==> src/rtl/fir_filter_param_pkg.sv <==
// Shared types and helpers for the parametrised FIR filter: FSM state
// encoding, accumulator width calculation and the saturating magnitude.
package fir_pkg;

    typedef enum logic [1:0] {
        IDLE,
        LOAD,
        MAC,
        OUT
    } fir_state_t;

    // Widest scaled result the saturation helper accepts; callers sign-extend into it.
    localparam int SAT_MAX_W = 128;

    typedef struct packed {
        logic                 overflow;
        logic [SAT_MAX_W-1:0] magnitude;
    } sat_result_t;

    // Full-precision accumulator: product width plus headroom for TAPS additions.
    function automatic int acc_width(input int data_w, input int taps);
        return 2 * data_w + $clog2(taps);
    endfunction

    // Magnitude of a signed value, clamped to 2^data_w-1, with an overflow flag.
    function automatic sat_result_t sat_magnitude(input logic signed [SAT_MAX_W-1:0] r,
                                                  input int data_w);
        sat_result_t          res;
        logic [SAT_MAX_W-1:0] one;
        logic [SAT_MAX_W-1:0] limit;
        logic [SAT_MAX_W-1:0] mag;
        one           = {{(SAT_MAX_W-1){1'b0}}, 1'b1};
        limit         = (one << data_w) - one;
        mag           = r[SAT_MAX_W-1] ? unsigned'(-r) : unsigned'(r);
        res.overflow  = (mag > limit);
        res.magnitude = res.overflow ? limit : mag;
        return res;
    endfunction

endpackage

==> src/rtl/fir_filter_param_if.sv <==
// Sample/coefficient request and result bus between the sample source,
// the FIR filter and the magnitude consumer.
interface fir_filter_param_if #(
    parameter int DATA_W = 16
);
    logic signed [DATA_W-1:0] sample_data;
    logic signed [DATA_W-1:0] fir_coefficient;
    logic                     data_ready;
    logic                     load_coeff;
    logic                     modwait;
    logic        [DATA_W-1:0] fir_out;
    logic                     one_k_samples;
    logic                     err;

    modport master (
        output sample_data, fir_coefficient, data_ready, load_coeff,
        input  modwait, fir_out, one_k_samples, err
    );

    modport slave (
        input  sample_data, fir_coefficient, data_ready, load_coeff,
        output modwait, fir_out, one_k_samples, err
    );
endinterface

==> src/rtl/fir_sample_counter.sv <==
// Counts completed samples and emits a one-cycle pulse on every
// SAMPLE_COUNT-th one, aligned with the result register update.
module fir_sample_counter #(
    parameter int SAMPLE_COUNT = 1000
) (
    input  logic clk,
    input  logic n_reset,
    input  logic cnt_up,
    input  logic clear,
    output logic one_k_samples
);
    localparam int CNT_W = $clog2(SAMPLE_COUNT);

    logic [CNT_W-1:0] count;

    // Count completed samples, wrapping and pulsing at the block boundary.
    always_ff @(posedge clk or negedge n_reset) begin
        if (!n_reset) begin
            count         <= '0;
            one_k_samples <= 1'b0;
        end else if (clear) begin
            count         <= '0;
            one_k_samples <= 1'b0;
        end else if (cnt_up) begin
            if (count == CNT_W'(SAMPLE_COUNT - 1)) begin
                count         <= '0;
                one_k_samples <= 1'b1;
            end else begin
                count         <= count + 1'b1;
                one_k_samples <= 1'b0;
            end
        end else begin
            one_k_samples <= 1'b0;
        end
    end
endmodule

==> src/rtl/fir_filter_param.sv <==
// Sequential multiply-accumulate FIR filter: one MAC per tap for each
// accepted sample, serially loaded coefficients, saturated magnitude output.
module fir_filter_param
    import fir_pkg::*;
#(
    parameter int DATA_W       = 16,
    parameter int TAPS         = 4,
    parameter int SAMPLE_COUNT = 1000
) (
    input logic               clk,
    input logic               n_reset,
    fir_filter_param_if.slave bus
);
    localparam int ACC_W = acc_width(DATA_W, TAPS);
    localparam int TAP_W = $clog2(TAPS);

    fir_state_t               state;
    logic [TAP_W-1:0]         tap_idx;
    logic [TAP_W-1:0]         load_idx;
    logic signed [DATA_W-1:0] x     [TAPS];
    logic signed [DATA_W-1:0] coeff [TAPS];
    logic signed [ACC_W-1:0]  acc;
    logic signed [2*DATA_W-1:0] product;
    logic signed [ACC_W-1:0]  r_val;
    sat_result_t              sat;
    logic                     unused_sat_bits;
    logic                     modwait_q;
    logic [DATA_W-1:0]        fir_out_q;
    logic                     err_q;
    logic                     accept_sample;
    logic                     overrun;
    logic                     coeff_clear;
    logic                     cnt_up;

    assign accept_sample = (state == IDLE) && bus.data_ready;
    assign overrun       = (state != IDLE) && bus.data_ready;
    assign coeff_clear   = (state == LOAD) && (load_idx == '0);
    assign cnt_up        = (state == OUT);

    assign product = (2*DATA_W)'(x[tap_idx]) * (2*DATA_W)'(coeff[tap_idx]);
    assign r_val   = acc >>> (DATA_W - 1);

    // Scale the accumulator back to sample range and clamp its magnitude.
    always_comb begin
        sat = sat_magnitude(SAT_MAX_W'(r_val), DATA_W);
    end

    assign unused_sat_bits = ^sat.magnitude[SAT_MAX_W-1:DATA_W];

    // Request arbitration, MAC sequencing and the registered outputs.
    always_ff @(posedge clk or negedge n_reset) begin
        if (!n_reset) begin
            state     <= IDLE;
            modwait_q <= 1'b0;
            fir_out_q <= '0;
            err_q     <= 1'b0;
            tap_idx   <= '0;
            load_idx  <= '0;
            acc       <= '0;
        end else begin
            if (overrun || ((state == OUT) && sat.overflow)) begin
                err_q <= 1'b1;
            end else if (coeff_clear) begin
                err_q <= 1'b0;
            end
            case (state)
                IDLE: begin
                    if (bus.data_ready) begin
                        state     <= MAC;
                        modwait_q <= 1'b1;
                        acc       <= '0;
                        tap_idx   <= '0;
                    end else if (bus.load_coeff) begin
                        state     <= LOAD;
                        modwait_q <= 1'b1;
                    end
                end
                LOAD: begin
                    load_idx  <= (load_idx == TAP_W'(TAPS - 1)) ? '0 : load_idx + 1'b1;
                    state     <= IDLE;
                    modwait_q <= 1'b0;
                end
                MAC: begin
                    acc <= acc + ACC_W'(product);
                    if (tap_idx == TAP_W'(TAPS - 1)) begin
                        state <= OUT;
                    end else begin
                        tap_idx <= tap_idx + 1'b1;
                    end
                end
                OUT: begin
                    fir_out_q <= sat.magnitude[DATA_W-1:0];
                    state     <= IDLE;
                    modwait_q <= 1'b0;
                end
                default: begin
                    state     <= IDLE;
                    modwait_q <= 1'b0;
                end
            endcase
        end
    end

    // Delay line shifts on each accepted sample; coefficients written from LOAD.
    always_ff @(posedge clk or negedge n_reset) begin
        if (!n_reset) begin
            for (int i = 0; i < TAPS; i++) begin
                x[i]     <= '0;
                coeff[i] <= '0;
            end
        end else begin
            if (accept_sample) begin
                x[0] <= bus.sample_data;
                for (int k = 1; k < TAPS; k++) begin
                    x[k] <= x[k-1];
                end
            end
            if (state == LOAD) begin
                coeff[load_idx] <= bus.fir_coefficient;
            end
        end
    end

    fir_sample_counter #(
        .SAMPLE_COUNT (SAMPLE_COUNT)
    ) u_sample_counter (
        .clk           (clk),
        .n_reset       (n_reset),
        .cnt_up        (cnt_up),
        .clear         (coeff_clear),
        .one_k_samples (bus.one_k_samples)
    );

    assign bus.modwait = modwait_q;
    assign bus.fir_out = fir_out_q;
    assign bus.err     = err_q;
endmodule

==> src/flat_wrapper.sv <==
// flat-port wrapper written by rule: the top's interface ports become plain ports
module fir_filter_param_flat import fir_pkg::*;
#(
    parameter int DATA_W       = 16,
    parameter int TAPS         = 4,
    parameter int SAMPLE_COUNT = 1000
)
  (clk, n_reset, bus_sample_data, bus_fir_coefficient, bus_data_ready, bus_load_coeff, bus_modwait, bus_fir_out, bus_one_k_samples, bus_err);
  fir_filter_param_if #(.DATA_W(DATA_W)) bus_i ();
  input logic clk;
  input logic n_reset;
  input wire logic [$bits(bus_i.sample_data)-1:0] bus_sample_data;
  input wire logic [$bits(bus_i.fir_coefficient)-1:0] bus_fir_coefficient;
  input wire logic [$bits(bus_i.data_ready)-1:0] bus_data_ready;
  input wire logic [$bits(bus_i.load_coeff)-1:0] bus_load_coeff;
  output wire logic [$bits(bus_i.modwait)-1:0] bus_modwait;
  output wire logic [$bits(bus_i.fir_out)-1:0] bus_fir_out;
  output wire logic [$bits(bus_i.one_k_samples)-1:0] bus_one_k_samples;
  output wire logic [$bits(bus_i.err)-1:0] bus_err;
  assign bus_i.sample_data = bus_sample_data;
  assign bus_i.fir_coefficient = bus_fir_coefficient;
  assign bus_i.data_ready = bus_data_ready;
  assign bus_i.load_coeff = bus_load_coeff;
  assign bus_modwait = bus_i.modwait;
  assign bus_fir_out = bus_i.fir_out;
  assign bus_one_k_samples = bus_i.one_k_samples;
  assign bus_err = bus_i.err;
  fir_filter_param #(.DATA_W(DATA_W), .TAPS(TAPS), .SAMPLE_COUNT(SAMPLE_COUNT)) u_core (.clk(clk), .n_reset(n_reset), .bus(bus_i));
endmodule
==> config.mk <==
export PLATFORM = sky130hd
export DESIGN_NAME = fir_filter_param_flat
export DESIGN_NICKNAME = d
export VERILOG_FILES = /design/src/rtl/fir_filter_param_pkg.sv /design/src/rtl/fir_filter_param_if.sv /design/src/rtl/fir_sample_counter.sv /design/src/rtl/fir_filter_param.sv /design/src/flat_wrapper.sv
export SDC_FILE = /design/constraint.sdc
export NUM_CORES = 1
export LEC_CHECK = 0
export CORE_MARGIN = 2
export CORE_UTILIZATION = 40
export DETAILED_ROUTE_END_ITERATION = 8
export GPL_TIMING_DRIVEN = 0
export PLACE_DENSITY_LB_ADDON = 0.05
export SLEW_MARGIN = 5
export SYNTH_ARGS = -nofsm -noshare
export SYNTH_HDL_FRONTEND = slang
export SYNTH_SLANG_ARGS = --single-unit
==> constraint.sdc <==
create_clock -name clk -period 9.63 [get_ports clk]
set_clock_uncertainty 0.2 [all_clocks]
set_input_delay 1.926 -clock clk [delete_from_list [all_inputs] [get_ports clk]]
set_output_delay 1.926 -clock clk [all_outputs]
set_load 0.03 [all_outputs]
* Word level (Yosys, flattened, before mapping)
Cells that the tools add are included.
** Operators by class
- Add/sub/neg operators :: 5
- Equality and inequality tests :: 10
- Bitwise gates (word level) :: 2
- Mux-type cells :: 32
- Order comparisons :: 4
- Multipliers :: 1
- Reduce and logical (&&, ||, !) cells :: 18
** Operator list (number)
- 128-bit by 16-bit > comparator with 1-bit output, second input constant :: 1
- 128-bit two-way mux :: 1
- 19-bit negation with 128-bit output :: 1
- 16-bit two-way mux :: 6
- 34-bit one-hot mux with 2 select lines :: 1
- 16-bit binary-select mux with 2-bit select :: 2
- 64-bit bitwise mux :: 1
- 34-bit by 32-bit adder with 34-bit output :: 1
- 34-bit two-way mux :: 1
- 16-bit demux with 2-bit select :: 1
- 16-bit by 16-bit multiplier with 32-bit output :: 1
- 10-bit two-way mux :: 3
- 2-bit two-way mux :: 6
- 10-bit by 1-bit adder with 10-bit output, second input constant :: 1
- 10-bit equality test, second input constant :: 1
- 2-bit nonzero test :: 5
- 2-bit equality test, second input constant :: 4
- 1-bit two-way mux :: 7
- 3-bit >= comparator, second input constant :: 2
- 2-bit inverter with 3-bit output :: 2
- 2-bit one-hot mux with 3 select lines :: 1
- 2-bit AND reduction :: 3
- 1-bit logical AND :: 5
- 2-bit by 1-bit adder with 2-bit output, second input constant :: 2
- other kinds (11) :: 13
** Storage, ports and cells
- Register bits after elaboration :: 197
- Bits of input ports :: 36

* Depth between registers and ports, before layout
- Depth in word-level cells :: 7
- Gate-level depth with buffers :: 30
- Gate-level depth less buffers :: 26

* Modules after synthesis
A second synthesis with hierarchy kept.
** Second synthesis, totals
- Cell total of the unflattened synthesis :: 1963
- Area total of the unflattened synthesis :: 20118.0 um2
** Modules (own cells, without submodules)
- fir_filter_param :: instances 1, area each 19531.2 um2, cells each 1905
- fir_sample_counter :: instances 1, area each 586.8 um2, cells each 58

* Least setup slack after synthesis
OpenSTA, ideal clock, no wires.
- Kind :: register to register
- Start :: register u_core.tap_idx[0]
- End :: register u_core.acc[31]
- Stages on the path, launching flop included :: 27
- Arrival time :: 7.528 ns
- Slack :: 1.782 ns
- Buffers on the path :: 5
- Path through :: dfrtp_1 -> buf_2 -> clkbuf_1 -> clkbuf_1 -> nand2_1 -> o21ai_0 -> clkbuf_1 -> nor2_1 -> fa_1 -> fa_1 -> fa_1 -> fa_1 -> fa_1 -> inv_1 -> fa_1 -> inv_1 -> ha_1 -> clkbuf_1 -> nand2_1 -> nor4_1 -> nand2_1 -> o21ai_0 -> a41oi_1 -> a21oi_1 -> o31ai_1 -> a21o_1 -> a31o_2
** On the way
- Word-level cells in the longest chain between the ends :: 7
- Elaborated cells between the ends (all ways) :: 10
** Ends and longest elaborated chain
- start: declaration :: RTL line fir_filter_param.sv:18 : logic [TAP_W-1:0] tap_idx;
- start signal: assignment :: RTL line fir_filter_param.sv:88 : tap_idx <= tap_idx + 1'b1;
- 2-bit inverter with 3-bit output (not written as such) (*) :: RTL line fir_filter_param.sv:40 : assign product = (2*DATA_W)'(x[tap_idx]) * (2*DATA_W)'(coeff[tap_idx]);
- 16-bit binary-select mux with 2-bit select :: RTL line fir_filter_param.sv:40
- 16-bit two-way mux (not written as such) (2 in series) :: RTL line fir_filter_param.sv:40
- 16-bit by 16-bit multiplier with 32-bit output (*) :: RTL line fir_filter_param.sv:40
- 34-bit by 32-bit adder with 34-bit output (*) :: RTL line fir_filter_param.sv:84 : acc <= acc + ACC_W'(product);
- 34-bit one-hot mux with 2 select lines (*) :: RTL line fir_filter_param.sv:66 : case (state)
- end signal: assignment :: RTL line fir_filter_param.sv:84
- end: declaration :: RTL line fir_filter_param.sv:22 : logic signed [ACC_W-1:0] acc;
Mark *: on every way between the ends. The rest lies on a longest branch, timed or not. The select of a mux whose other input is x is not followed.
A chain may end at the register's enable or synchronous reset.

* Worst setup path after layout
- Start :: register u_core.tap_idx[1]
- End :: register u_core.acc[32]
The elaborated chain is that of the path after synthesis.

==> flow_summary.json <==
{
  "outcome": "complete, no violations",
  "wl_per_cell_um": 20.2,
  "finalNetCount": 2457,
  "worst_setup_path_end_kind": "register",
  "rsz0062_at_grt": "false",
  "core_area_um2": 49100,
  "cts_buffers": 17,
  "tightestPinTransition_ns": 1.22,
  "max_slew_violation_count": 0,
  "grt_max_degree": 81,
  "detailed_place_hpwl_um": 43500,
  "ios": 55,
  "die_x_um": 227,
  "synth_edf_count": 0,
  "use_met3_pct": 2.96,
  "top_usage_layer": "met2",
  "clock-root-buffer": "sky130_fd_sc_hd__clkbuf_16",
  "drive_gt1_share_pct": 11.6,
  "cp_data_arrival_time_ns": 9.34,
  "grt_pass1_wl_um": 86700,
  "grt_usage_pct": 22.9,
  "relative_slew_slack_pct": 17.5,
  "drt.antenna.violating_nets": 0,
  "synth_area_per_cell_um2": 10.3,
  "synth_flop_cell": "sky130_fd_sc_hd__dfrtp_1",
  "holdCritPathClass": "reg -> reg",
  "start_kind": "register",
  "min_to": "u_core.bus.fir_out[4]",
  "clock-sinks": 197,
  "grt_overflow": 0,
  "critPathRequiredTime_ns": 9.81,
  "area_overhead_vs_synth_pct": 10.4,
  "start_util_pct": 40.6,
  "regToRegStartpoint": "u_core.tap_idx[1]",
  "clkSlewWorstSetupHoldPaths_ns": 0.08,
  "layout_min_cycle_time_ns": 9.16,
  "setup_viol": 0,
  "tritoncts_clock_tree": "built",
  "critPathMaxFanout": 16,
  "synth.net_count": 2384,
  "hold_path_startpoint": "u_core.bus.fir_out[4]",
  "ffs_w_async_s_r_synth_pct": 100,
  "first_global_vias": 14800,
  "layout.core_utilization_pct": 44.8,
  "reg2reg_to": "u_core.acc[32]",
  "number_of_cells_produced_by_synthesis": 1934,
  "number_of_antenna_violations_at_the_first_check_in_global_routing": 3,
  "route.detailed.drc": 0,
  "worst_path_max_delay_cell": "sky130_fd_sc_hd__o21ai_0",
  "postLayoutCellArea_um2": 22000,
  "antennaDiodeCount": 0,
  "drt_pass1_iterations": 5,
  "synthesis.area_um2": 19900,
  "chipHeight_um": 227,
  "grtUsageMet2_pct": 37.7,
  "worst_skew_pair.late_latency_ns": 0.48,
  "grt_use_met1_pct": 31.8,
  "via_count": 13600,
  "maxClockFrequency_mhz": 109,
  "place.gp.congestion": 0.880,
  "postCtsHoldBufs": 0,
  "die-area_um2": 51600,
  "synth_cell_type_count": 58,
  "postRouteWirelength_um": 54300,
  "min_path_cells": 2,
  "cts-root-to-sink-buffers": 2,
  "crit_path_frequent_cell": "sky130_fd_sc_hd__fa_1",
  "fp-row-count": 81,
  "portBuffers": 54,
  "timing.setup.critical_path_class": "reg -> reg",
  "final-instance-count-excl-fill": 2684,
  "synth-seq-area-share_pct": 24.7,
  "timing.max_cap.violations": 0,
  "r2r_slack_ns": 0.47,
  "dpl-instance-area_um2": 21400,
  "worst_path_largest_cell_delay_ns": 0.82,
  "cts-htree-levels": 4,
  "ys.warnings.count": 0,
  "worst-r2r-cell-count": 25,
  "routed_via_density": 5.09,
  "final_hold_viol_count": 0,
  "final_period_utilization_pct": 95.1,
  "dp_cells": 2658,
  "synth.ff_latch_count": 197,
  "first_iter_violations": 751,
  "timing.setup.tns_ns": 0
}
-- how the worst max path moves through the flow --
stage / startpoint / cells after the start / slack, ns / endpoint
5_1_grt: u_core.tap_idx[1] / 25 / 0.005 / u_core.acc[32]
4_1_cts: u_core.tap_idx[0] / 25 / 0.24 / u_core.acc[32]
3_3_place_gp: n_reset / 1 / -2.44 / u_core.bus.fir_out[3]
2_1_floorplan: u_core.tap_idx[0] / 26 / 1.78 / u_core.acc[31]
6_report: u_core.tap_idx[1] / 25 / 0.47 / u_core.acc[32]
3_5_place_dp: u_core.tap_idx[0] / 25 / -1.02 / u_core.acc[33]
-- placed cells by master, fill, tap and decap left out, types with 5 or more instances in the layout --
cell type / count
sky130_fd_sc_hd__xnor2_1: 38
sky130_fd_sc_hd__nor3_1: 10
sky130_fd_sc_hd__fa_1: 304
sky130_fd_sc_hd__buf_2: 8
sky130_fd_sc_hd__nand2b_1: 13
sky130_fd_sc_hd__xor2_1: 15
sky130_fd_sc_hd__mux4_2: 13
sky130_fd_sc_hd__clkbuf_1: 52
sky130_fd_sc_hd__o21ai_0: 70
sky130_fd_sc_hd__dfrtp_1: 197
sky130_fd_sc_hd__inv_1: 355
sky130_fd_sc_hd__nand3_1: 6
sky130_fd_sc_hd__mux2i_1: 19
sky130_fd_sc_hd__o22ai_1: 14
sky130_fd_sc_hd__buf_6: 5
sky130_fd_sc_hd__o21a_1: 10
sky130_fd_sc_hd__clkdlybuf4s50_1: 53
sky130_fd_sc_hd__a21oi_1: 28
sky130_fd_sc_hd__nand4_1: 5
sky130_fd_sc_hd__o31ai_1: 7
sky130_fd_sc_hd__and2_1: 16
sky130_fd_sc_hd__and3_1: 7
sky130_fd_sc_hd__nor2b_1: 33
sky130_fd_sc_hd__nor2_1: 117
sky130_fd_sc_hd__o211a_1: 5
sky130_fd_sc_hd__nand2_1: 232
sky130_fd_sc_hd__mux2_2: 148
sky130_fd_sc_hd__a21o_1: 10
sky130_fd_sc_hd__o21ai_1: 21
sky130_fd_sc_hd__ha_1: 109
sky130_fd_sc_hd__clkbuf_16: 17
sky130_fd_sc_hd__a31oi_1: 5
sky130_fd_sc_hd__or2_2: 6
-- per-layer routing --
| layer | part of all wire [%] | routed length (µm) | vias to the layer above |
|---|---|---|---|
| li1 | - | - | 6231 |
| met1 | 46 | 24900 | 7109 |
| met2 | 48 | 25800 | 250 |
| met3 | 4.0 | 2190 | 59 |
| met4 | 2.4 | 1310 | 0 |
| met5 | 0 | 0 | - |
-- kinds of logic after synthesis --
group / Yosys count / synth area share (%)
simple gates: 458 / 10.0
buf+inv: 428 / 8.22
fa+ha+maj: 414 / 37.5
compound gates: 203 / 6.32
flops: 197 / 24.7
mux: 181 / 10.9
xor+xnor: 53 / 2.33
-- flip-flops by register name, indices dropped and copies added, names as in the netlist --
register                               count
u_core.acc                                34
u_core.bus.err                             1
u_core.bus.fir_out                        16
u_core.bus.modwait                         1
u_core.coeff                              64
u_core.load_idx                            2
u_core.state                               2
u_core.tap_idx                             2
u_core.u_sample_counter.count             10
u_core.u_sample_counter.one_k_samples      1
u_core.x                                  64
-- synth_stat cells, types with 10 or more instances --
master | count | area [µm²]
sky130_fd_sc_hd__and2_1 | 16 | 100
sky130_fd_sc_hd__mux2i_1 | 19 | 190
sky130_fd_sc_hd__fa_1 | 305 | 6110
sky130_fd_sc_hd__o22ai_1 | 14 | 87.6
sky130_fd_sc_hd__o21ai_1 | 20 | 100
sky130_fd_sc_hd__nor3_1 | 10 | 50.1
sky130_fd_sc_hd__clkbuf_1 | 60 | 225
sky130_fd_sc_hd__xor2_1 | 15 | 131
sky130_fd_sc_hd__mux2_2 | 148 | 1670
sky130_fd_sc_hd__o21ai_0 | 74 | 370
sky130_fd_sc_hd__dfrtp_1 | 197 | 4930
sky130_fd_sc_hd__ha_1 | 109 | 1360
sky130_fd_sc_hd__nand2_1 | 232 | 871
sky130_fd_sc_hd__a21o_1 | 10 | 75.1
sky130_fd_sc_hd__xnor2_1 | 38 | 333
sky130_fd_sc_hd__nor2_1 | 117 | 439
sky130_fd_sc_hd__o21a_1 | 11 | 82.6
sky130_fd_sc_hd__inv_1 | 355 | 1330
sky130_fd_sc_hd__nand2b_1 | 13 | 81.3
sky130_fd_sc_hd__nor2b_1 | 33 | 206
sky130_fd_sc_hd__mux4_2 | 13 | 293
sky130_fd_sc_hd__a21oi_1 | 28 | 140
-- through the flow --
stage               hold slack [ns]  worst slack [ns]
detailed placement            0.259             -1.02
global placement              0.250             -2.44
floorplan                     0.239              1.78
finish                        0.273             0.468
CTS                           0.276             0.238
global route                  0.293           0.00511
-- repair_timing --
| action | in CTS | in global routing |
|---|---|---|
| pin swaps | 0 | 0 |
| endpoints found under the setup margin | 13 | 6 |
| setup buffers | 0 | 0 |
| resized for setup | 6 | 7 |
-- layout make-up --
class	instances	area, µm²
inverters	355	1330
plain buffers	67	289
clock buffers	20	457
multi-input cells	1309	13400
repair buffers	60	638
flip-flops and latches	197	4930
fillers	4828	27100
well taps	664	831
clock inverters	12	134
-- critical path: cells and delay by family, from the launching register on --
kind | cells | cell delay, ns
AOI/OAI and AO/OA | 6 | 2.07
xor gates and xnor gates | 1 | 0.16
adders and majority gates | 7 | 3.52
DFF | 1 | 0.35
and+or+nand+nor | 4 | 1.04
muxes | 1 | 0.39
buffers and inverters | 6 | 1.33
Power is not shown: default switching activity piles up to over one toggle a cycle in this logic, so the estimate is an artifact.
